File: src/rtl/fsm_step_decoder.sv
// Step decoder for a 7-state ring FSM: recovers one-hot advance events,
// flags illegal codes/jumps, counts laps and resyncs after a fault.
module fsm_step_decoder #(
    parameter int LAP_W        = 8,
    parameter int RESYNC_STATE = 0
) (
    input  logic             clock,
    input  logic             reset,
    input  logic             in_valid,
    input  logic [2:0]       state,
    input  logic             clear_err,
    output logic [6:0]       ev,
    output logic             ev_valid,
    output logic             hold,
    output logic             illegal,
    output logic             err_sticky,
    output logic [LAP_W-1:0] lap_count,
    output logic             sync
);

    typedef enum logic [1:0] {
        IDLE,
        TRACK,
        FAULT
    } mode_t;

    localparam logic [2:0] RESYNC = 3'(RESYNC_STATE);

    mode_t      mode;
    logic [2:0] prev;
    logic [2:0] nxt;
    logic       bad_code;
    logic       is_same;
    logic       is_next;

    always_comb begin
        nxt      = (prev == 3'd6) ? 3'd0 : prev + 3'd1;
        bad_code = (state == 3'd7);
        is_same  = (state == prev);
        is_next  = (state == nxt);
    end

    always_ff @(posedge clock) begin
        if (!reset) begin
            mode       <= IDLE;
            prev       <= 3'd0;
            ev         <= '0;
            ev_valid   <= 1'b0;
            hold       <= 1'b0;
            illegal    <= 1'b0;
            err_sticky <= 1'b0;
            lap_count  <= '0;
            sync       <= 1'b0;
        end else begin
            ev       <= '0;
            ev_valid <= 1'b0;
            hold     <= 1'b0;
            illegal  <= 1'b0;
            // a same-edge illegal below overrides this clear
            if (clear_err)
                err_sticky <= 1'b0;
            if (in_valid) begin
                unique case (mode)
                    IDLE: begin
                        if (bad_code) begin
                            illegal    <= 1'b1;
                            err_sticky <= 1'b1;
                            mode       <= FAULT;
                        end else begin
                            prev <= state;
                            mode <= TRACK;
                            sync <= 1'b1;
                        end
                    end
                    TRACK: begin
                        unique case (1'b1)
                            bad_code: begin
                                illegal    <= 1'b1;
                                err_sticky <= 1'b1;
                                mode       <= FAULT;
                                sync       <= 1'b0;
                            end
                            is_same: begin
                                ev_valid <= 1'b1;
                                hold     <= 1'b1;
                            end
                            is_next: begin
                                ev_valid <= 1'b1;
                                ev       <= 7'b1 << prev;
                                prev     <= state;
                                if (prev == 3'd6 && lap_count != '1)
                                    lap_count <= lap_count + 1'b1;
                            end
                            default: begin
                                illegal    <= 1'b1;
                                err_sticky <= 1'b1;
                                mode       <= FAULT;
                                sync       <= 1'b0;
                            end
                        endcase
                    end
                    FAULT: begin
                        if (state == RESYNC) begin
                            prev <= RESYNC;
                            mode <= TRACK;
                            sync <= 1'b1;
                        end
                    end
                    default: mode <= IDLE;
                endcase
            end
        end
    end

endmodule

File: config.mk
export PLATFORM = sky130hd
export DESIGN_NAME = fsm_step_decoder
export DESIGN_NICKNAME = d
export VERILOG_FILES = /design/src/rtl/fsm_step_decoder.sv
export SDC_FILE = /design/constraint.sdc
export NUM_CORES = 1
export LEC_CHECK = 0
export BUFFER_PORTS_ARGS = -buffer_cell sky130_fd_sc_hd__buf_2
export CELL_PAD_IN_SITES_DETAIL_PLACEMENT = 1
export CELL_PAD_IN_SITES_GLOBAL_PLACEMENT = 1
export CORE_ASPECT_RATIO = 0.5
export CORE_UTILIZATION = 35
export DETAILED_ROUTE_END_ITERATION = 16
export PLACE_DENSITY = 0.8
export SETUP_SLACK_MARGIN = 0.2
export SLEW_MARGIN = 20
export SYNTH_ARGS = -nofsm -noshare
export SYNTH_HDL_FRONTEND = slang
export SYNTH_SLANG_ARGS = --single-unit
export TNS_END_PERCENT = 5
File: constraint.sdc
create_clock -name clock -period 2.6 [get_ports clock]
set_input_delay 0.13 -clock clock [delete_from_list [all_inputs] [get_ports clock]]
set_output_delay 0.13 -clock clock [all_outputs]
set_load 0.1 [all_outputs]
==> flow_summary.json <==
{
  "run_status": "complete, no violations",
  "cts_num_sinks": 25,
  "avgSynthCellArea_um2": 8.30,
  "max_cap_violations": 0,
  "timing_worst_slew_pin_value_ns": 0.678,
  "drt_pass1_iterations": 4,
  "timing.setup.critical_path_class": "reg -> reg",
  "power.density_nw_per_um2": 558,
  "timing.final.max_slew_violations": 0,
  "crit_fanout": 8,
  "area_after_detailed_placement_um2": 1440,
  "routed_wire_length_per_instance_um": 13.8,
  "ir_drop_mv": 0.180,
  "grt_setup_unrepaired": "no",
  "drive_above_1_share": 0.211,
  "post_cts_setup_repair_buffer_count": 0,
  "dr_total_vias": 1190,
  "synth_cell_types": 42,
  "grt.overflow.total": 0,
  "synth_edf_count": 0,
  "cp_data_arrival_time_ns": 2.48,
  "die_area_um2": 3890,
  "post-route-worst-setup-slack_ns": 0.323,
  "report.final.setup_viol": 0,
  "post_cts_resized": 0,
  "totalWireLength_um": 3120,
  "min_delay_path_depth": 3,
  "antenna_found_initial": 0,
  "initial_utilization": 0.368,
  "static-leakage-power_nw": 0.600,
  "postLayoutCoreUtil": 0.430,
  "area_growth_syn_to_layout_pct": 16.9,
  "setup.worst_path.end_class": "flip-flop",
  "hpwl_um": 2280,
  "final-hold-violation-count": 0,
  "floorplan_core_area_um2": 3450,
  "postSynth.topFlopCell": "dfxtp_1",
  "ys_ff_latch": 25,
  "die_w_um": 87.2,
  "worstRegToRegCells": 4,
  "tritoncts": "yes",
  "drt_first_iter_violations": 51,
  "first_pass_grt_wire_length_um": 5140,
  "syn-cell-area_um2": 1270,
  "synthCells": 153,
  "clock_tree.root_cell": "clkbuf_8",
  "numPortBuffers": 26,
  "multi_input_area_um2": 697,
  "gp_congestion": 0.784,
  "synthesis.yosys.warnings": 0,
  "clkSlewWorstSetupHoldPaths_ns": 0.09,
  "place_ws_ns": 0.268,
  "power_mw": 0.829,
  "start_kind": "flip-flop",
  "fillCellCount": 446,
  "synth-seq-area-share": 0.394,
  "final_min_period_over_clock_period": 0.876,
  "seqCellArea_um2": 500,
  "first_global_vias": 1109,
  "die_y_um": 44.6,
  "global_route.usage.total": 0.173,
  "critical_path_required_ns": 2.80,
  "io-pin-count": 27,
  "post_drt_via_cell_ratio": 5.27,
  "cts_max_level": 1,
  "mappedNetlistNets": 161,
  "detail_route.drc_violations": 0,
  "worstSkewPairLatency_ns": 0.27,
  "layout.cell_area.non_filler_um2": 1490,
  "synth-async-reset-ratio": 0,
  "antenna-diode-count": 0,
  "placementRows": 15,
  "fin_worst_skew_ns": 0.00251,
  "period_needed_ns": 2.28,
  "clk_path_buf_depth": 2,
  "ant_nets": 0,
  "worst_slew_margin_rel": 0.542,
  "hold_buffer_count_at_cts": 0,
  "cts_made_buffers": 3,
  "maxClockFrequency_mhz": 439,
  "worstHoldPathType": "in -> reg",
  "grt_max_degree": 15,
  "timing.setup.tns_ns": 0,
  "post_layout_net_count": 184
}
-- sequential cells by signal, summed over array words and instances (netlist names) --
signal,count
lap_count,8
ev,7
prev,3
mode,2
err_sticky,1
ev_valid,1
hold,1
illegal,1
sync,1
-- placed cells by master, fill, tap and decap left out, types with 2 or more instances in the layout --
| cell type | count |
|---|---|
| and3_1 | 2 |
| xor2_1 | 2 |
| buf_4 | 2 |
| nand2b_1 | 4 |
| nand2_1 | 16 |
| mux2i_1 | 4 |
| buf_2 | 26 |
| nor2_1 | 15 |
| o21ai_0 | 7 |
| dfxtp_1 | 25 |
| a211oi_1 | 2 |
| xnor2_1 | 7 |
| nor4_1 | 2 |
| o41ai_1 | 2 |
| nor2b_1 | 5 |
| nor4bb_1 | 2 |
| clkbuf_8 | 3 |
| inv_1 | 9 |
| o211ai_1 | 2 |
| nor3_1 | 6 |
| or4_1 | 2 |
| nand3_1 | 7 |
| a21oi_1 | 3 |
-- cell families after synthesis --
kind of cell             after synthesis  synth area share
AO/OA/AOI/OAI                         26             0.149
XOR/XNOR                               9            0.0621
adder cells (fa/ha/maj)                1           0.00985
buffers and inverters                 19            0.0571
flip-flops                            25             0.394
multiplexers                           4            0.0315
AND/OR/NAND/NOR                       69             0.297
-- worst paths after layout --
| kind | slack (ns) | start | endpoint |
|---|---|---|---|
| worst min register to register | 0.47 | err_sticky | err_sticky |
| worst max-delay path | 0.32 | prev[1] | lap_count[7] |
| worst max register to register | 0.32 | prev[1] | lap_count[7] |
| worst min-delay path | 0.12 | clear_err | err_sticky |
-- through the flow --
step | cells | hold slack (ns)
floorplan | 153 | 0.311
global placement | 222 | 0.396
detailed placement | 222 | 0.407
CTS | 226 | 0.116
global route | 226 | 0.132
finish | 226 | 0.116
-- where the power goes --
| group | switching [mW] | leakage, nW | internal, mW | total, mW |
|---|---|---|---|---|
| registers | 0.0248 | 0.203 | 0.398 | 0.423 |
| logic | 0.119 | 0.375 | 0.0544 | 0.173 |
| clock network | 0.123 | 0.0228 | 0.110 | 0.232 |
-- synthesized netlist by cell type, types with 2 or more instances --
library cell	n	area, µm²
dfxtp_1	25	500
nand2_1	16	60.1
nor2_1	15	56.3
inv_1	9	33.8
clkbuf_1	8	30.0
nand3_1	7	35.0
o21ai_0	7	35.0
xnor2_1	7	61.3
nor3_1	6	30.0
nor2b_1	5	31.3
mux2i_1	4	40.0
nand2b_1	4	25.0
a21oi_1	3	15.0
a211oi_1	2	15.0
and3_1	2	12.5
nor4_1	2	12.5
nor4bb_1	2	20.0
o211ai_1	2	15.0
o41ai_1	2	17.5
or4_1	2	15.0
xor2_1	2	17.5
-- routing by layer --
| metal | GRT usage | part of all wire | vias to the layer above |
|---|---|---|---|
| met5 | 0 | 0 | - |
| met4 | 0.0492 | 0.013 | 0 |
| met3 | 0.0354 | 0.029 | 6 |
| met2 | 0.312 | 0.48 | 21 |
| met1 | 0.213 | 0.48 | 581 |
| li1 | - | - | 582 |
-- worst max-delay path: stages (launching register included) --
cell and delay (ns):
dfxtp_1 0.33, or4b_4 0.47, or4_1 0.71, or4_1 0.55
a21oi_1 0.15
-- cell type report --
class,count,area share
clock buffer,4,0.0303
inverter,9,0.0227
multi-input combinational,109,0.469
sequential,25,0.337
tap,51,0.0430
timing repair buffer,28,0.0977
Note: power is estimated with default switching activity, not from simulation.
